<file path="config.mk">
export PLATFORM = sky130hd
export DESIGN_NAME = led_frame_scheduler_flat
export DESIGN_NICKNAME = d
export VERILOG_FILES = /design/src/rtl/led_frame_scheduler_if.sv /design/src/rtl/led_frame_scheduler.sv /design/src/flat_wrapper.sv
export SDC_FILE = /design/constraint.sdc
export NUM_CORES = 1
export LEC_CHECK = 0
export ABC_AREA = 1
export CAP_MARGIN = 20
export CORE_MARGIN = 2
export CORE_UTILIZATION = 45
export CTS_CLUSTER_DIAMETER = 150
export CTS_CLUSTER_SIZE = 40
export DETAILED_ROUTE_END_ITERATION = 8
export PLACE_DENSITY = 0.81
export SLEW_MARGIN = 15
export SYNTH_ARGS = -nofsm -noshare
export SYNTH_HDL_FRONTEND = slang
export SYNTH_SLANG_ARGS = --single-unit
</file>
<file path="constraint.sdc">
create_clock -name clk -period 1.5 [get_ports clk]
set_input_delay 0.15 -clock clk [delete_from_list [all_inputs] [get_ports clk]]
set_output_delay 0.15 -clock clk [all_outputs]
set_load 0.05 [all_outputs]
</file>
<file path="src/rtl/led_frame_scheduler_if.sv">
// Byte stream from the frame scheduler to the LED serializer.
// The scheduler drives everything except out_ready.
interface led_frame_scheduler_if #(
    parameter int unsigned DEV_W = 5
);
    logic [7:0]       out_data;
    logic [DEV_W-1:0] out_dev;
    logic             out_last;
    logic             out_frame_last;
    logic             out_valid;
    logic             out_ready;

    modport master (
        output out_data, out_dev, out_last, out_frame_last, out_valid,
        input  out_ready
    );

    modport slave (
        input  out_data, out_dev, out_last, out_frame_last, out_valid,
        output out_ready
    );
endinterface

</file>
<file path="src/rtl/led_frame_scheduler.sv">
// Read-side sequencer: walks every frame RAM bank in device order and streams each byte,
// tagged with device index and last flags, to the LED serializer.
module led_frame_scheduler #(
    parameter int unsigned NUM_DEVICES = 20,
    parameter int unsigned DEV_W       = 5,
    parameter int unsigned DEPTH       = 512,
    parameter int unsigned AW          = 9
) (
    input  logic                  clk,
    input  logic                  reset,
    input  logic                  start,
    input  logic [9:0]            bytes_per_dev,
    output logic                  rd_en,
    output logic [AW-1:0]         raddr,
    output logic [DEV_W-1:0]      rd_dev,
    input  logic [7:0]            ram_dout,
    led_frame_scheduler_if.master out_if,
    output logic                  busy,
    output logic                  done,
    output logic                  overrun
);

    localparam logic [9:0]       MaxLen  = 10'(DEPTH);
    localparam logic [DEV_W-1:0] LastDev = DEV_W'(NUM_DEVICES - 1);

    typedef enum logic [2:0] {StIdle, StFetch, StLatch, StPresent, StDone} state_e;

    state_e           state_q, state_d;
    logic [9:0]       len_q, len_d;
    logic [DEV_W-1:0] dev_q, dev_d;
    logic [AW-1:0]    addr_q, addr_d;
    logic [7:0]       out_data_q, out_data_d;
    logic [DEV_W-1:0] out_dev_q, out_dev_d;
    logic             out_last_q, out_last_d;
    logic             out_frame_last_q, out_frame_last_d;
    logic             done_q, done_d;

    logic [9:0] start_len;
    logic       hs;

    assign start_len = (bytes_per_dev > MaxLen) ? MaxLen : bytes_per_dev;
    assign hs        = (state_q == StPresent) && out_if.out_ready;

    always_ff @(posedge clk or posedge reset) begin
        if (reset) begin
            state_q <= StIdle;
        end else begin
            state_q <= state_d;
        end
    end

    always_comb begin
        state_d = state_q;
        unique case (state_q)
            StIdle:    if (start) state_d = (start_len == 10'd0) ? StDone : StFetch;
            StFetch:   state_d = StLatch;
            StLatch:   state_d = StPresent;
            StPresent: if (hs) state_d = out_frame_last_q ? StDone : StFetch;
            StDone:    state_d = StIdle;
            default:   state_d = StIdle;
        endcase
    end

    always_comb begin
        len_d            = len_q;
        dev_d            = dev_q;
        addr_d           = addr_q;
        out_data_d       = out_data_q;
        out_dev_d        = out_dev_q;
        out_last_d       = out_last_q;
        out_frame_last_d = out_frame_last_q;
        done_d           = (state_q == StDone);
        unique case (state_q)
            StIdle: begin
                if (start) begin
                    len_d  = start_len;
                    dev_d  = '0;
                    addr_d = '0;
                end
            end
            StLatch: begin
                out_data_d       = ram_dout;
                out_dev_d        = dev_q;
                out_last_d       = (10'(addr_q) == len_q - 10'd1);
                out_frame_last_d = out_last_d && (dev_q == LastDev);
            end
            StPresent: begin
                // On the frame-last byte the counters are left alone; IDLE reloads them.
                if (hs && !out_frame_last_q) begin
                    if (out_last_q) begin
                        dev_d  = dev_q + DEV_W'(1);
                        addr_d = '0;
                    end else begin
                        addr_d = addr_q + AW'(1);
                    end
                end
            end
            default: ;
        endcase
    end

    always_ff @(posedge clk or posedge reset) begin
        if (reset) begin
            len_q            <= '0;
            dev_q            <= '0;
            addr_q           <= '0;
            out_data_q       <= '0;
            out_dev_q        <= '0;
            out_last_q       <= 1'b0;
            out_frame_last_q <= 1'b0;
            done_q           <= 1'b0;
        end else begin
            len_q            <= len_d;
            dev_q            <= dev_d;
            addr_q           <= addr_d;
            out_data_q       <= out_data_d;
            out_dev_q        <= out_dev_d;
            out_last_q       <= out_last_d;
            out_frame_last_q <= out_frame_last_d;
            done_q           <= done_d;
        end
    end

    always_comb begin
        rd_en            = 1'b0;
        raddr            = '0;
        rd_dev           = '0;
        busy             = 1'b0;
        out_if.out_valid = 1'b0;
        unique case (state_q)
            StFetch: begin
                rd_en  = 1'b1;
                raddr  = addr_q;
                rd_dev = dev_q;
                busy   = 1'b1;
            end
            StLatch:   busy = 1'b1;
            StPresent: begin
                busy             = 1'b1;
                out_if.out_valid = 1'b1;
            end
            default: ;
        endcase
    end

    assign overrun               = start && (state_q != StIdle);
    assign done                  = done_q;
    assign out_if.out_data       = out_data_q;
    assign out_if.out_dev        = out_dev_q;
    assign out_if.out_last       = out_last_q;
    assign out_if.out_frame_last = out_frame_last_q;

endmodule

</file>
<file path="src/flat_wrapper.sv">
// flat-port wrapper written by rule: the top's interface ports become plain ports
module led_frame_scheduler_flat 
#(
    parameter int unsigned NUM_DEVICES = 20,
    parameter int unsigned DEV_W       = 5,
    parameter int unsigned DEPTH       = 512,
    parameter int unsigned AW          = 9
)
  (clk, reset, start, bytes_per_dev, rd_en, raddr, rd_dev, ram_dout, busy, done, overrun, out_if_out_data, out_if_out_dev, out_if_out_last, out_if_out_frame_last, out_if_out_valid, out_if_out_ready);
  led_frame_scheduler_if #(.DEV_W(DEV_W)) out_if_i ();
  input  logic clk;
  input  logic reset;
  input  logic start;
  input  logic [9:0] bytes_per_dev;
  output logic rd_en;
  output logic [AW-1:0] raddr;
  output logic [DEV_W-1:0] rd_dev;
  input  logic [7:0] ram_dout;
  output logic busy;
  output logic done;
  output logic overrun;
  output wire logic [$bits(out_if_i.out_data)-1:0] out_if_out_data;
  output wire logic [$bits(out_if_i.out_dev)-1:0] out_if_out_dev;
  output wire logic [$bits(out_if_i.out_last)-1:0] out_if_out_last;
  output wire logic [$bits(out_if_i.out_frame_last)-1:0] out_if_out_frame_last;
  output wire logic [$bits(out_if_i.out_valid)-1:0] out_if_out_valid;
  input wire logic [$bits(out_if_i.out_ready)-1:0] out_if_out_ready;
  assign out_if_out_data = out_if_i.out_data;
  assign out_if_out_dev = out_if_i.out_dev;
  assign out_if_out_last = out_if_i.out_last;
  assign out_if_out_frame_last = out_if_i.out_frame_last;
  assign out_if_out_valid = out_if_i.out_valid;
  assign out_if_i.out_ready = out_if_out_ready;
  led_frame_scheduler #(.NUM_DEVICES(NUM_DEVICES), .DEV_W(DEV_W), .DEPTH(DEPTH), .AW(AW)) u_core (.clk(clk), .reset(reset), .start(start), .bytes_per_dev(bytes_per_dev), .rd_en(rd_en), .raddr(raddr), .rd_dev(rd_dev), .ram_dout(ram_dout), .out_if(out_if_i), .busy(busy), .done(done), .overrun(overrun));
endmodule
</file>
### Word-level counts from Yosys, hierarchy flattened

Cells that the tools add are included.
Widths: inputs -> output; s select.

* input port bits: 22
* output and inout port bits: 34
* word-level logic and storage cells: 56
* register bits: 43

* order comparisons: 1
* $add $sub $neg: 3
* reduce and logical (&&, ||, !) cells: 14
* eq/ne operators: 10
* mux-type cells: 19

Operators by type and width (number)
* $mux 9: 4
* $mux 5: 4
* $pmux 9 s2: 1
* $mux 3: 4
* $pmux 3 s4: 1
* $eq 9x10->1: 1
* $gt 10x10->1 const B: 1
* $logic_not 10->1: 1
* $mux 10: 1
* $pmux 5 s2: 1
* $sub 10x1->10 const B: 1
* $add 9x1->9 const B: 1
* $eq 3x2->1 const B: 2
* $add 5x1->5 const B: 1
* $eq 5x5->1 const B: 1
* $logic_and 1x1->1: 4
* $ne 2x1->1 const B: 2
* $ne 2x2->1 const B: 2
* $reduce_and 2->1: 2
* $reduce_and 4->1: 1
* $eq 3x1->1 const B: 1
* $eq 3x3->1 const B: 1
* $logic_not 3->1: 1
* $mux 1: 3
* other kinds (5): 5

### Depth between registers and ports, before layout

Gate-level depths: netlist of the first run.

* depth in word-level cells: 6
* mapped depth: 12
* mapped depth without buffers: 12

### Worst setup path before layout of the first run

Ideal clock, no wire load.

* path kind: register to output
* from: register u_core.state_q[2]
* to: output raddr[2]
* path buffers: 1
* data required time: 1.350 ns
* cell stages (with the launch flop): 7
* path slack: -1.018 ns
* arrival time: 2.368 ns
* cells stage by stage: dfrtp_1 inv_1 nand2_2 nor2_1 inv_1 clkbuf_1 nor2_1

* longest elaborated chain between the ends: 2

Ends and longest elaborated chain
* start: declaration: line led_frame_scheduler.sv:28 `state_e state_q, state_d;`
* start signal: assignment: line led_frame_scheduler.sv:46 `state_q <= StIdle;`
* start signal: assignment: line led_frame_scheduler.sv:48 `state_q <= state_d;`
* $eq 3x1->1: line led_frame_scheduler.sv:130 `unique case (state_q)`
* $mux 9: line led_frame_scheduler.sv:130
* end: declaration: line flat_wrapper.sv:16 `output logic [AW-1:0] raddr;`

No other way between the ends.

### Worst setup path after layout of the first run

* from: register u_core.state_q[0]
* to: register u_core.addr_q[8]

* longest elaborated chain between the ends: 5
* elaborated cells on any way between the ends: 9

Ends and longest elaborated chain
* $eq 3x2->1: line led_frame_scheduler.sv:42, led_frame_scheduler.sv:73
* $logic_and 1x1->1: line led_frame_scheduler.sv:42 `assign hs = (state_q == StPresent) && out_if.out_ready;`
* $logic_and 1x1->1: line led_frame_scheduler.sv:89 `if (hs && !out_frame_last_q) begin`
* $ne 2x2->1 (no line)
* $reduce_and 3->1 (no line)
* end signal: assignment: line led_frame_scheduler.sv:115 `addr_q <= addr_d;`
* end: declaration: line led_frame_scheduler.sv:31 `logic [AW-1:0] addr_q, addr_d;`

Several ways; a longest one is shown, not always the timed one.
A chain may end at the register's enable or synchronous reset.

==> results of run 1 <==
==> cell usage after synthesis (all sizes together) <==
master / instances / area share [%]
nand2: 89 / 14
nor2: 50 / 8.7
inv: 47 / 7.4
dfrtp: 43 / 45
nand3: 35 / 7.9
o21ai: 30 / 6.5
a21oi: 7 / 1.5
nor3: 5 / 1.1
clkbuf: 4 / 0.68
xor2: 4 / 1.5
ha: 3 / 1.6
nand4: 3 / 0.79
buf: 2 / 0.68
nor4: 2 / 0.53
o21a: 2 / 0.63
clkinv: 1 / 0.16
o22ai: 1 / 0.26
o31ai: 1 / 0.32
xnor2: 1 / 0.37
==> cell families (layout without fill, tap and decap cells) <==
logic type,Yosys count,count (layout)
xor+xnor,5,5
flops,43,43
buf+inv,54,174
simple gates,184,184
fa+ha+maj,3,3
compound gates,41,41
==> metrics by stage <==
step | hold WS (ns) | setup WS, ns | instances | power, mW | utilization (%)
finish | 0.211 | -0.327 | 520 | 8.42 | 81.8
global route | 0.238 | -0.421 | 520 | 8.86 | 81.8
CTS | 0.211 | -0.199 | 512 | 7.69 | 77.5
detailed placement | 0.465 | -0.113 | 492 | 6.20 | 70.6
global placement | 0.458 | -0.0727 | 492 | 6.03 | 70.6
floorplan | 0.268 | -0.197 | 330 | 4.39 | -
==> sequential cells by signal, indices dropped and copies added, names as in the netlist <==
name                          count
u_core.addr_q                     9
u_core.dev_q                      5
u_core.done                       1
u_core.len_q                     10
u_core.out_if.out_data            8
u_core.out_if.out_dev             5
u_core.out_if.out_frame_last      1
u_core.out_if.out_last            1
u_core.state_q                    3
==> worst reg2reg max path: cells and delay by family (launching register included) <==
kind	cells	cell delay, ns
and+or+nand+nor	6	0.61
DFF	1	0.40
AOI/OAI and AO/OA	2	0.27
buffers and inverters	4	0.48
==> per-layer routing <==
metal  vias to the layer above  track usage [%]  wire [um]  part of all wire (%)
met4                         0             15.8        480                   5.2
met3                        46             7.76        709                   7.6
met2                       167             49.3       4470                    48
li1                       1286                -          -                     -
met5                         -                0          0                     0
met1                      1358             33.6       3620                    39
==> cell type report <==
| cell class | count | area [um^2] |
|---|---|---|
| multi-input combinational | 233 | 1450 |
| sequential | 43 | 1080 |
| clock buffer | 6 | 82.6 |
| tap | 70 | 87.6 |
| timing repair buffer | 118 | 1260 |
| inverter | 48 | 203 |
| timing repair inverter | 1 | 11.3 |
| clock inverter | 1 | 5.00 |
| fill | 288 | 927 |
==> power breakdown <==
group,total (mW),switching (mW),internal (mW)
clock,0.812,0.449,0.363
sequential,1.77,0.282,1.49
combinational,5.84,3.38,2.46
total,8.42,4.11,4.31
==> repair_timing <==
item	in CTS	in global routing
buffers inserted	12	11
pin swaps	21	35
setup endpoints to repair	24	59
resized for setup	46	52
gates cloned	1	2
==> path summary, 6_finish.rpt <==
check                                                             end  depth (start not counted)
worst max-delay path                     u_core.addr_q[8]$_DFFE_PP0P_                         12
worst min-delay path                      u_core.dev_q[1]$_DFFE_PP0P_                          3
worst max register to register           u_core.addr_q[8]$_DFFE_PP0P_                         12
worst min register to register  u_core.out_if.out_data[0]$_DFFE_PP0P_                          2
max in group asynchronous                 u_core.len_q[9]$_DFFE_PP0P_                          3
min in group clk                u_core.out_if.out_data[7]$_DFFE_PP0P_                          3
==> flow_metrics.py, run 1 <==
metrics = {
    "status": {
        "outcome": "complete, but fails checks",
        "violations": "setup timing",
    },
    "worst_setup_path": {
        "path_delay_family": "simple AND/OR/NAND/NOR gates",
        "ff2ff_setup_slack_ns": -0.33,
        "worstPathRequired_ns": 1.74,
        "cp_num_buf_inv": 4,
        "crit_type": "reg2reg",
        "startpoint_type": "flop",
        "cpMaxStageDelayCell": "dfrtp_1",
        "worstReg2RegStart": "u_core.state_q[0]$_DFFE_PP0P_",
        "startpoint": "u_core.state_q[0]$_DFFE_PP0P_",
        "slowest_delay_ns": 0.40,
        "end_kind": "flop",
        "crit_chain": "buf_4 -> buf_6 -> nor2_4 -> inv_2 -> nor2_4 -> nand2_4 -> o21ai_4 -> buf_12 -> nand3_4 -> nor2_4 -> nand2_2 -> a21oi_2",
        "critPathMaxFanout": 4,
        "cp.arrival_ns": 2.06,
        "cpMostUsedCell": "nor2_4",
    },
    "drt": {
        "via_count": 2857,
        "drt_iter0_drc": 224,
        "post_drt_wl_per_cell_um": 17.9,
        "drt-vias-per-instance": 5.49,
        "drt_pre_antenna_iters": 5,
        "drc": 0,
        "drt-total-wl_um": 9280,
        "ant_nets": 0,
    },
    "global_route": {
        "grt_pass1_wl_um": 13700,
        "antenna_found_initial": 0,
        "grt_overflow": 0,
        "grt_pass1_vias": 2930,
        "grt_max_degree": 44,
        "grt_usage_pct": 29.2,
    },
    "placed_design": {
        "globalplace.congestion": 0.849,
        "dp_hpwl_um": 5170,
        "dpl_cell_area_um2": 3610,
        "port_buffers": 55,
    },
    "cells_and_area": {
        "fin_area_um2": 4180,
        "layout_commonest_cell": "nand2_1",
        "antenna_cells": 0,
        "fin_nets": 475,
        "synthToLayoutAreaGrowth_pct": 75.6,
        "drive_above_1_share_pct": 39.8,
        "final_cell_mix": "nand2_1, buf_4, dfrtp_1",
    },
    "die": {
        "fp.dieH_um": 76.7,
        "coreArea_um2": 5110,
        "placementRows": 26,
        "pin_count": 56,
        "die-width_um": 76.7,
        "initial_core_util_pct": 46.6,
        "dieArea_um2": 5890,
    },
    "sta": {
        "setup_violations": 44,
        "final_hold_viol_count": 0,
        "finalSetupTns_ns": -8.13,
        "drv_slew": 0,
        "skew_ns": 0.00766,
        "period_share_pct": 122,
        "tightest_slew_ns": 0.565,
        "min_period_ns": 1.83,
        "rsz0062_at_grt": "true",
        "fmax_ghz": 0.547,
        "slew_headroom_pct": 62.1,
        "finalWorstSetupSlack_ns": -0.327,
    },
    "pwr": {
        "power.leakage_nw": 1.95,
        "ir_drop_mv": 1.46,
        "p_per_area_nw_per_um2": 2010,
    },
    "logic_synthesis": {
        "yosysWarnings": 0,
        "netlist_area_um2": 2380,
        "synth_compound_area_share_pct": 9.14,
        "synth_seq_cells": 43,
        "synthDistinctLibCells": 28,
        "synth_cells": 330,
        "syn_nets": 355,
        "synth_seq_area_share_pct": 45.2,
        "yosys.area_share.simple_pct": 33.3,
        "synth_xor_area_share_pct": 1.84,
        "muxShareOfSynthArea_pct": 0,
        "syn_area_per_cell_um2": 7.22,
        "synth_fa_ha_area_share_pct": 1.58,
        "synth_top_family_by_area": "simple AND/OR/NAND/NOR gates",
    },
    "clocking": {
        "clockBufferDepth": 2,
        "clockRootBuffer": "clkbuf_8",
        "clk_pin_slew_ns": 0.09,
        "h-tree-depth": 2,
        "cts_tree": "yes",
        "ctsHoldBuffers": 0,
        "cts_buffers": 5,
        "clk_latency_ns": 0.32,
        "cts_sinks": 43,
    },
    "run": {
        "max_cap_violations": 0,
    },
    "worst_hold_path": {
        "hold_class": "in2async",
    },
}
Power figures use the tool's default switching activity.
==> inputs of run 2 (changes only) <==
--- a/config.mk
+++ b/config.mk
@@ -7,9 +7,8 @@
 export LEC_CHECK = 0
 export ABC_AREA = 1
 export CAP_MARGIN = 20
-export CORE_MARGIN = 2
+export CORE_MARGIN = 5
 export CORE_UTILIZATION = 45
-export CTS_CLUSTER_DIAMETER = 150
 export CTS_CLUSTER_SIZE = 40
 export DETAILED_ROUTE_END_ITERATION = 8
 export PLACE_DENSITY = 0.81
==> run 2 against run 1 <==
- the flow still finishes with violations (setup timing)
- cell area is 2.4% higher
- global-route usage is 4.0 points lower
- routed wire length is 4.3% higher
- via count is 3.3% higher
- worst hold slack better by 0.027 ns
- core utilization is 1.4 points higher
- die area is 16% higher
- sequential share of layout area is 0.59 points lower
- non-clock buffer count stayed put
- highest routed layer unchanged
==> flow_metrics.py, run 2 (synthesized netlist as in run 1, its figures left out) <==
metrics = {
    "sta": {
        "setup_violations": 43,
        "fmax_ghz": 0.549,
        "finalSetupTns_ns": -7.10,
        "rsz0062_at_grt": "true",
        "final_hold_viol_count": 0,
        "finalWorstSetupSlack_ns": -0.320,
        "min_period_ns": 1.82,
        "drv_slew": 0,
        "tightest_slew_ns": 0.427,
        "skew_ns": 0.00927,
        "period_share_pct": 121,
        "slew_headroom_pct": 71.3,
    },
    "drt": {
        "drt-total-wl_um": 9690,
        "drc": 0,
        "drt_iter0_drc": 279,
        "drt-vias-per-instance": 5.66,
        "via_count": 2950,
        "drt_pre_antenna_iters": 5,
        "ant_nets": 0,
        "post_drt_wl_per_cell_um": 18.6,
    },
    "status": {
        "outcome": "complete, but fails checks",
        "violations": "setup timing",
    },
    "cells_and_area": {
        "drive_above_1_share_pct": 41.0,
        "fin_area_um2": 4280,
        "fin_nets": 475,
        "antenna_cells": 0,
        "synthToLayoutAreaGrowth_pct": 79.7,
        "final_cell_mix": "nand2_1, buf_4, dfrtp_1",
        "fillers": 286,
        "layout_commonest_cell": "nand2_1",
        "top_register": "u_core.len_q",
        "largest_reg_flops": 10,
        "post-route-util_pct": 83.3,
    },
    "worst_setup_path": {
        "critPathMaxFanout": 6,
        "crit_end": "u_core.addr_q[7]$_DFFE_PP0P_",
        "crit_type": "reg2reg",
        "reg2reg_to": "u_core.addr_q[7]$_DFFE_PP0P_",
        "startpoint": "u_core.addr_q[2]$_DFFE_PP0P_",
        "startpoint_type": "flop",
        "ff2ff_setup_slack_ns": -0.32,
        "r2r_cells": 8,
        "worstPathRequired_ns": 1.75,
        "end_kind": "flop",
        "slowest_delay_ns": 0.49,
        "worstReg2RegStart": "u_core.addr_q[2]$_DFFE_PP0P_",
        "cp.arrival_ns": 2.07,
        "crit_chain": "nand3_1 -> nor2_1 -> nand2_1 -> nor2_1 -> nand3_1 -> nand2_1 -> o21ai_1 -> inv_1",
        "cpMaxStageDelayCell": "dfrtp_1",
    },
    "clocking": {
        "ctsHoldBuffers": 0,
        "clockBufferDepth": 2,
        "clk_latency_ns": 0.31,
        "clockRootBuffer": "clkbuf_8",
        "cts_buffers": 5,
        "h-tree-depth": 2,
        "clk_pin_slew_ns": 0.09,
        "cts_sinks": 43,
        "cts_tree": "yes",
    },
    "placed_design": {
        "dpl_cell_area_um2": 3620,
        "dp_hpwl_um": 5250,
        "globalplace.congestion": 0.882,
        "port_buffers": 55,
    },
    "die": {
        "initial_core_util_pct": 46.3,
        "placementRows": 26,
        "pin_count": 56,
        "coreArea_um2": 5140,
        "fp.dieH_um": 82.7,
        "dieArea_um2": 6850,
        "die-width_um": 82.7,
    },
    "global_route": {
        "grt_pass1_wl_um": 12900,
        "grt_max_degree": 44,
        "grt_usage_pct": 25.1,
        "antenna_found_initial": 0,
        "grt_overflow": 0,
        "grt_pass1_vias": 2872,
    },
    "pwr": {
        "fin_total_pwr_mw": 8.83,
        "power.leakage_nw": 1.97,
        "p_per_area_nw_per_um2": 2060,
        "ir_drop_mv": 1.64,
    },
    "run": {
        "max_cap_violations": 0,
    },
    "worst_hold_path": {
        "hold_class": "in2async",
    },
}
==> run 2: cell types whose count changed in the layout (fill, tap and decap cells not counted), moves of 2 or more <==
cell      previous run  this run
a21oi_2              2         5
buf_6               16        13
nand3_1             30        27
o21ai_0             12         9
o21ai_1              9        12
a21oi_1              4         2
buf_12              21        23
buf_2                2         0
clkinv_4             0         2
nand3_2              4         6
nor2_1              21        19
==> run 2: critical path, delay by kind of cell (launching register included) <==
family	cells	cell delay, ns
AOI/OAI and AO/OA	1	0.07
buffers and inverters	1	0.06
DFF	1	0.49
and+or+nand+nor	6	1.14
==> run 2: worst min-delay path by stage <==
stage / startpoint / cells after the start / slack, ns / to
floorplan: ram_dout[0] / 2 / 0.27 / u_core.out_if.out_data[0]$_DFFE_PP0P_
global placement: u_core.out_if.out_data[6]$_DFFE_PP0P_ / 2 / 0.46 / u_core.out_if.out_data[6]$_DFFE_PP0P_
detailed placement: u_core.out_if.out_data[4]$_DFFE_PP0P_ / 2 / 0.47 / u_core.out_if.out_data[4]$_DFFE_PP0P_
CTS: reset / 3 / 0.22 / u_core.out_if.out_data[3]$_DFFE_PP0P_
global route: reset / 3 / 0.29 / u_core.done$_DFF_PP0_
finish: reset / 3 / 0.24 / u_core.out_if.out_data[4]$_DFFE_PP0P_
==> run 2: power by group <==
part	internal [mW]	switching, mW	total, mW
logic	2.54	3.59	6.13
registers	1.49	0.286	1.78
clock network	0.496	0.431	0.927
==> run 2: layout make-up <==
type,instances,area [um^2],share of cell area [%]
inverters,48,213,4.97
clock inverters,3,43.8,1.02
well taps,70,87.6,2.05
repair inverters,1,11.3,0.263
flip-flops and latches,43,1080,25.1
clock buffers,5,68.8,1.61
repair buffers,118,1320,30.7
multi-input cells,233,1460,34.2
==> run 2: stage by stage <==
stage,hold WS [ns],worst slack (ns),cells
floorplan,0.268,-0.197,330
global placement,0.456,-0.0578,492
detailed placement,0.465,-0.147,492
CTS,0.218,-0.259,509
global route,0.286,-0.356,521
finish,0.238,-0.320,521
==> run 2: what timing repair did <==
item                                   4_1_cts  5_1_grt
buffers inserted                             8       12
pin swaps                                   18       21
endpoints found under the hold margin        0        0
gates resized for setup                     50       56
setup endpoints to repair                   36       45
cloned                                       2        0
==> run 2: routing by layer <==
metal / wire length [um] / GRT usage, %
met1: 3440 / 26.8
met2: 4820 / 45.3
met3: 883 / 6.40
met4: 540 / 13.2
met5: 0 / 0
==> inputs of run 3 (changes only) <==
--- a/config.mk
+++ b/config.mk
@@ -16,3 +16,4 @@
 export SYNTH_ARGS = -nofsm -noshare
 export SYNTH_HDL_FRONTEND = slang
 export SYNTH_SLANG_ARGS = --single-unit
+export TNS_END_PERCENT = 50
==> run 3 against run 2 <==
- the run still ends with setup timing left
- core utilization down 5.7 points
- total power fell by 10%
- critical path type unchanged
- register-to-register slack improved by 0.11 ns
- largest power group unchanged
==> flow_metrics.py, run 3 (synthesized netlist as in run 1, its figures left out) <==
metrics = {
    "sta": {
        "tightest_slew_ns": 0.322,
        "fmax_ghz": 0.585,
        "finalWorstSetupSlack_ns": -0.209,
        "min_period_ns": 1.71,
        "timing.hold.ws_ns": 0.213,
        "slew_headroom_pct": 78.4,
        "final_hold_viol_count": 0,
        "skew_ns": 0.00656,
        "setup_violations": 34,
        "rsz0062_at_grt": "true",
        "drv_slew": 0,
        "period_share_pct": 114,
    },
    "clocking": {
        "clockRootBuffer": "clkbuf_8",
        "clk_pin_slew_ns": 0.08,
        "cts_sinks": 43,
        "clk_latency_ns": 0.30,
        "cts_tree": "yes",
        "ctsHoldBuffers": 0,
        "h-tree-depth": 2,
        "cts_buffers": 5,
        "clockBufferDepth": 2,
    },
    "placed_design": {
        "dpl_cell_area_um2": 3550,
        "dp_hpwl_um": 5160,
        "globalplace.congestion": 0.905,
        "port_buffers": 55,
        "dp.cells": 485,
    },
    "global_route": {
        "grt_pass1_vias": 2456,
        "grt_overflow": 0,
        "grt_max_degree": 44,
        "grt_pass1_wl_um": 11100,
        "antenna_found_initial": 0,
        "grt_usage_pct": 21.4,
    },
    "worst_setup_path": {
        "crit_type": "reg2reg",
        "end_kind": "flop",
        "cpMaxStageDelayCell": "dfrtp_1",
        "crit_chain": "inv_2 -> nand2_4 -> nor2_4 -> nand2_4 -> o21ai_4 -> buf_6 -> nand3_4 -> nor2_2 -> nand2_1 -> a21oi_2",
        "cp.arrival_ns": 1.94,
        "cpMostUsedCell": "nand2_4",
        "critPathMaxFanout": 5,
        "worstPathRequired_ns": 1.73,
        "startpoint_type": "flop",
        "slowest_delay_ns": 0.39,
    },
    "pwr": {
        "power_frac_comb_pct": 66.2,
        "clkPwrFrac_pct": 11.2,
        "p_per_area_nw_per_um2": 1990,
        "power_switching_share_pct": 48.6,
        "p_int_mw": 4.07,
        "fin_total_pwr_mw": 7.92,
        "power.leakage_nw": 1.84,
        "p_sw_mw": 3.85,
        "pwr-share-seq_pct": 22.5,
        "ir_drop_mv": 1.37,
    },
    "status": {
        "violations": "setup timing",
        "outcome": "complete, but fails checks",
    },
    "die": {
        "dieArea_um2": 6850,
        "die-width_um": 82.7,
        "placementRows": 26,
        "initial_core_util_pct": 46.3,
        "coreArea_um2": 5140,
        "fp.dieH_um": 82.7,
        "pin_count": 56,
    },
    "drt": {
        "drt-total-wl_um": 8200,
        "via_count": 2712,
        "drt_iter0_drc": 298,
        "drt-vias-per-instance": 5.38,
        "top_layer_used": "met4",
        "met2_length_um": 4130,
        "post_drt_wl_per_cell_um": 16.3,
        "wl_met1_um": 3110,
        "wl_met3_um": 647,
        "drc": 0,
        "drt_pre_antenna_iters": 5,
        "ant_nets": 0,
    },
    "cells_and_area": {
        "fin_area_um2": 3990,
        "layout_commonest_cell": "nand2_1",
        "drive_above_1_share_pct": 36.4,
        "final_cell_mix": "nand2_1, buf_4, dfrtp_1",
        "stdcell_count": 504,
        "synthToLayoutAreaGrowth_pct": 67.4,
        "largest_reg_flops": 10,
        "fin_nets": 459,
        "antenna_cells": 0,
        "top_register": "u_core.len_q",
    },
    "worst_hold_path": {
        "hold_class": "in2async",
    },
    "run": {
        "max_cap_violations": 0,
    },
}
## run 3: changes by cell type in the layout (fill, tap and decap cells not counted), moves of 2 or more
cell      delta
inv_8        -2
nor2_2       +3
o21ai_0     +10
buf_4        -4
o21ai_1      -8
nor2_1       +3
buf_6        -8
o21ai_2      -2
nor2_4       -6
buf_8        -2
nand3_2      +2
clkinv_4     -2
## run 3: power groups by stage
| stage | Combinational [mW] | Sequential [mW] | Clock (mW) |
|---|---|---|---|
| floorplan | 2.13 | 2.23 | 0 |
| detailed placement | 4.25 | 1.76 | 0 |
| global placement | 4.11 | 1.75 | 0 |
| finish | 5.25 | 1.78 | 0.891 |
| global route | 5.57 | 1.83 | 0.926 |
| CTS | 4.51 | 1.76 | 0.897 |
## run 3: timing repair
| action | in CTS | in global routing |
|---|---|---|
| resized for setup | 17 | 54 |
| setup endpoints to repair | 25 | 50 |
| buffers inserted | 3 | 8 |
| cloned | 1 | 0 |
| pin swaps | 8 | 20 |
## run 3: final timing paths
check,from,to,slack [ns],cells after the start
max,u_core.state_q[2]$_DFFE_PP0P_,u_core.addr_q[8]$_DFFE_PP0P_,-0.21,10
min,reset,u_core.out_if.out_data[0]$_DFFE_PP0P_,0.21,3
max reg2reg,u_core.state_q[2]$_DFFE_PP0P_,u_core.addr_q[8]$_DFFE_PP0P_,-0.21,10
min reg2reg,u_core.out_if.out_data[4]$_DFFE_PP0P_,u_core.out_if.out_data[4]$_DFFE_PP0P_,0.48,2
max in group asynchronous,reset,u_core.out_if.out_frame_last$_DFFE_PP0P_,1.07,3
min in group clk,ram_dout[3],u_core.out_if.out_data[3]$_DFFE_PP0P_,0.37,3
## run 3: area by class of cell
class / instances / area (um^2)
Timing Repair Buffer: 102 / 1110
Clock buffer: 6 / 72.6
Clock inverter: 1 / 30.0
Tap cell: 70 / 87.6
Fill cell: 344 / 1150
Multi-Input combinational cell: 233 / 1400
Sequential cell: 43 / 1080
Inverter: 48 / 200
Timing Repair inverter: 1 / 11.3
## run 3: worst max-delay path, delay by kind of cell, from the launching register on
kind / cells / cell delay [ns]
buf+inv: 2 / 0.25
compound gates: 2 / 0.32
flops: 1 / 0.39
simple gates: 6 / 0.68
## run 3: metrics by stage
| stage | setup slack [ns] | util (%) | setup TNS [ns] |
|---|---|---|---|
| 2_1_floorplan | -0.197 | - | -2.82 |
| 3_3_place_gp | -0.0397 | 69.2 | -0.197 |
| 3_5_place_dp | -0.0942 | 69.2 | -0.880 |
| 4_1_cts | -0.0987 | 73.0 | -1.32 |
| 5_1_grt | -0.260 | 77.6 | -5.20 |
| 6_report | -0.209 | 77.6 | -2.40 |
## run 3: metal layers
layer,vias up,global-route usage [%]
li1,1254,-
met1,1271,24.4
met2,154,39.7
met3,33,5.10
met4,0,6.05
met5,-,0
==> RTL change 1: new RTL, settings of run 3 <==
`AW` is set to 9 in 2 places; all go to 11.
--- a/src/rtl/led_frame_scheduler.sv
+++ b/src/rtl/led_frame_scheduler.sv
@@ -4,7 +4,7 @@
     parameter int unsigned NUM_DEVICES = 20,
     parameter int unsigned DEV_W       = 5,
     parameter int unsigned DEPTH       = 512,
-    parameter int unsigned AW          = 9
+    parameter int unsigned AW          = 11
 ) (
     input  logic                  clk,
     input  logic                  reset,
--- a/src/flat_wrapper.sv
+++ b/src/flat_wrapper.sv
@@ -4,7 +4,7 @@
     parameter int unsigned NUM_DEVICES = 20,
     parameter int unsigned DEV_W       = 5,
     parameter int unsigned DEPTH       = 512,
-    parameter int unsigned AW          = 9
+    parameter int unsigned AW          = 11
 )
   (clk, reset, start, bytes_per_dev, rd_en, raddr, rd_dev, ram_dout, busy, done, overrun, out_if_out_data, out_if_out_dev, out_if_out_last, out_if_out_frame_last, out_if_out_valid, out_if_out_ready);
   led_frame_scheduler_if #(.DEV_W(DEV_W)) out_if_i ();
Ports: changed (resized raddr); port bits go from 56 to 58. No check against the original RTL was run, so the function may have changed too.
==> RTL change 1 against run 3 <==
The run still ends with setup timing left. Non-clock buffer count down 2. Setup slack better by 11 ps. Final area up 3.4%. Total power down 4.7%. Sequential cell count up 2. First-iteration DRC count down 31%. Routed wire length down 10%. Area after synthesis up 8.2%. Die area up 7.2%.
==> RTL change 1: results (changes against run 3) <==
Final WS setup=-198 ps (+11.2 ps); share of layout cells above drive strength 1=0.354 (-0.0102); GRT Total Usage=0.208 (-0.00620); Pleak=1.94 nW (+5.3%); Comb group=4.90 mW (-6.7%); syn_nets=362 (+2.0%); largest net degree at the start of global routing=46 (+4.5%); max reg flops=11 (+1); Placed Area=3730 um^2 (+5.0%); critical path arrival=1550 ps (-390 ps); CP Max Fanout=8 (+3); status=complete, but fails checks; Clock Skew=6.37 ps (-0.184 ps); DR vias/cell=5.00 (-7.2%); Sum Neg Setup Slack=-4180 ps (-1790 ps); Peak VDD IR=2290 uV (+67%); TritonRoute pass-1 iters=4 (-1); worst slack at placement=-103 ps (-8.62 ps); Synth Area per Inst=7.64 um^2 (+6.0%); Post-DP HPWL=5280 um (+2.2%); Synth top cells by count=85 x nand2_1, 48 x nor2_1, 46 x inv_1; IO buf count=57 (+3.6%); Final Non-Filler Cells=510 (+1.2%); Crit path max-delay family=buffers and inverters; gpl congestion=0.860 (-4.9%); sw frac=0.471 (-0.0155); Worst path slowest cell=dfrtp_2; FF-to-FF End=u_core.dev_q[4]$_DFFE_PP0P_; final setup fails=41 (+21%); drt total wl=7340 um (-10%); sequential share of the synthesized area=0.437 (-0.0148); Final Net Count=462 (+0.65%); relative slew slack=0.753 (-0.0311); R2R Setup Slk=-180 ps (+30 ps); R2R Path Start=u_core.state_q[1]$_DFFE_PP0P_; P per Cell Area=1830 nW/um^2 (-7.8%); violated checks=setup timing; crit-path max cell delay=420 ps (+30 ps); yosys warns=0 (unchanged); sequential fraction of design power=0.239 (+0.014); Placed Cells incl. Taps=491 (+1.2%); Biggest register=u_core.addr_q; CP Capture Type=output pin; cells on worst reg2reg path=11 (+1)
RTL change 1: logic make-up (layout without fill, tap and decap cells):
family | Yosys count | in the layout | synth area share
xor+xnor | 11 | 11 | 0.0374
fa+ha+maj | 3 | 3 | 0.0146
simple gates | 187 | 187 | 0.348
buf+inv | 56 | 157 | 0.0908
compound gates | 35 | 35 | 0.0724
flops | 45 | 45 | 0.437
RTL change 1: layout make-up:
type,count,area (um^2),share of cell area
clock buffers,7,96.3,0.0234
inverters,49,194,0.0471
repair buffers,100,1150,0.280
clock inverters,1,5.00,0.00121
well taps,72,90.1,0.0219
multi-input cells,236,1460,0.353
flip-flops and latches,45,1130,0.274
RTL change 1: worst max-delay path by stage:
stage | start | to
detailed placement | u_core.len_q[1]$_DFFE_PP0P_ | u_core.out_if.out_frame_last$_DFFE_PP0P_
floorplan | u_core.state_q[2]$_DFFE_PP0P_ | raddr[4]
CTS | u_core.state_q[0]$_DFFE_PP0P_ | raddr[4]
finish | u_core.state_q[2]$_DFFE_PP0P_ | raddr[4]
global placement | bytes_per_dev[5] | u_core.state_q[0]$_DFFE_PP0P_
global route | u_core.state_q[2]$_DFFE_PP0P_ | raddr[4]
RTL change 1: metal layers:
metal | vias to the layer above | track usage | routed length (um)
li1 | 1261 | - | -
met4 | 0 | 0.0604 | 151
met5 | - | 0 | 0
met2 | 72 | 0.385 | 3950
met3 | 15 | 0.0596 | 447
met1 | 1200 | 0.231 | 2800
RTL change 1: what timing repair did:
| action | 4_1_cts | 5_1_grt |
|---|---|---|
| setup buffers | 6 | 4 |
| pin swaps | 2 | 12 |
| cloned | 1 | 0 |
| hold endpoints to repair | 0 | 0 |
| setup endpoints to repair | 26 | 54 |
| gates resized for setup | 31 | 27 |
RTL change 1: worst min-delay path, delay by kind of cell:
kind / cells / cell delay (ps)
buf+inv: 3 / 720
==> RTL change 2: new RTL, settings of run 3 <==
Made on the original files. Register the output `overrun`, with the module's reset; this adds one clock of latency there. The other outputs are not delayed to match.
--- a/src/rtl/led_frame_scheduler.sv
+++ b/src/rtl/led_frame_scheduler.sv
@@ -143,7 +143,13 @@
         endcase
     end
 
-    assign overrun               = start && (state_q != StIdle);
+    always_ff @(posedge clk or posedge reset) begin
+        if (reset) begin
+            overrun <= '0;
+        end else begin
+            overrun <= start && (state_q != StIdle);
+        end
+    end
     assign done                  = done_q;
     assign out_if.out_data       = out_data_q;
     assign out_if.out_dev        = out_dev_q;
Formal check against the unedited RTL: not equivalent (a bounded check fails within 4 cycles, from zero or initial values and one cycle with reset high).
==> RTL change 2 against run 3 <==
The flow still finishes with violations (setup timing). Critical path depth shrank 3. Area after synthesis grew 5.0%. Setup slack gained 39 ps. Maximum frequency grew 2.3%. Final area shrank 1.3%. Non-clock buffer count shrank 15. Combinational power shrank 0.8%. Clock skew grew 3.8 ps. Register-to-register slack gained 90 ps. Clock power shrank 12%. Total power shrank 0.57%. Critical path type is now reg2out. Sequential cell count grew 1. Largest cell class unchanged. Routed wire length shrank 11%.
==> RTL change 2: results (changes against run 3) <==
post-synth top area share=0.440 (-0.0117); status=complete, but fails checks; cells on worst reg2reg path=12 (+2); DR iter-0 viols=230 (-23%); Placed Area=3540 um^2 (-0.28%); GRT Total Usage=0.193 (-0.0219); final setup fails=28 (-18%); sequential share of the synthesized area=0.440 (-0.0117); cell count after synthesis=353 (+7.0%); Crit path max-delay family=buffers and inverters; Peak VDD IR=1540 uV (+12%); FF-to-FF End=u_core.dev_q[4]$_DFFE_PP0P_; Final Net Count=467 (+1.7%); post-synthesis cell type count=30 (+7.1%); via count=2704 (-0.29%); violated checks=setup timing; gpl congestion=0.870 (-3.9%); Final WS setup=-170 ps (+38.8 ps); Clock Skew=10.3 ps (+3.77 ps); drt total wl=7330 um (-11%); Synth Area in XOR/XNOR=0.0105 (-0.00789); critical path arrival=1520 ps (-420 ps); Synth top cells by count=100 x nand2_1, 54 x inv_1, 44 x dfrtp_1, 44 x nor2_1, 39 x nand3_1; first-pass GRT wire length=11500 um (+3.4%); syn_nets=378 (+6.5%); DR vias/cell=5.25 (-2.4%); crit-path max cell delay=410 ps (+20 ps); CP Max Fanout=8 (+3); relative slew slack=0.815 (+0.0308); Synth area leaders=dfrtp_1 44%, nand2_1 15%, inv_1 8.1%
==> RTL change 2: cell count changes after synthesis, sizes merged, moves of 3 or more <==
cell and change:
inv +9, nand3 +4, o21ai -5, nand2 +14
nor2 -3
==> RTL change 2: layout make-up <==
cell class | count | area (um^2)
Multi-Input combinational cell | 247 | 1450
Timing Repair inverter | 1 | 8.76
Clock inverter | 1 | 7.51
Sequential cell | 44 | 1100
Clock buffer | 7 | 86.3
Tap cell | 72 | 90.1
Inverter | 56 | 228
Timing Repair Buffer | 87 | 962
Fill cell | 381 | 1510
==> RTL change 2: per-layer routing <==
metal	track usage	routed length, um	vias to the layer above
met1	0.225	2850	1265
met5	0	0	-
met3	0.0530	502	23
met2	0.349	3820	125
met4	0.0446	150	0
li1	-	-	1291
==> RTL change 2: what timing repair did <==
action	4_1_cts	5_1_grt
pin swaps	4	32
gates resized for setup	13	54
endpoints found under the setup margin	25	33
buffers inserted	1	5
cloned	0	1
hold buffers	0	0
==> RTL change 2: worst reg2reg max path, cell delays in order (launching register included) <==
cell     delay (ps)
dfrtp_1         410
buf_4           150
nor2_4          130
nand2_4          90
nor2_8          100
inv_4            50
nand2_4          80
nand2_4          80
nor3_4          190
nand2_1          70
nand2_1          60
nand2_1          50
nor2_1           80
==> RTL change 2: stage by stage <==
step | setup slack, ps | setup TNS, ps | total power [mW]
floorplan | -111 | -1100 | 4.74
global placement | -16.4 | -50.1 | 6.08
detailed placement | -92.3 | -469 | 6.20
CTS | -115 | -1560 | 7.09
global route | -244 | -5230 | 8.46
finish | -170 | -2760 | 7.88
==> RTL change 2: where the power goes <==
part	leakage [nW]	internal [mW]	switching, mW
sequential	0.579	1.55	0.331
combinational	1.31	2.01	3.20
clock	0.0445	0.375	0.405
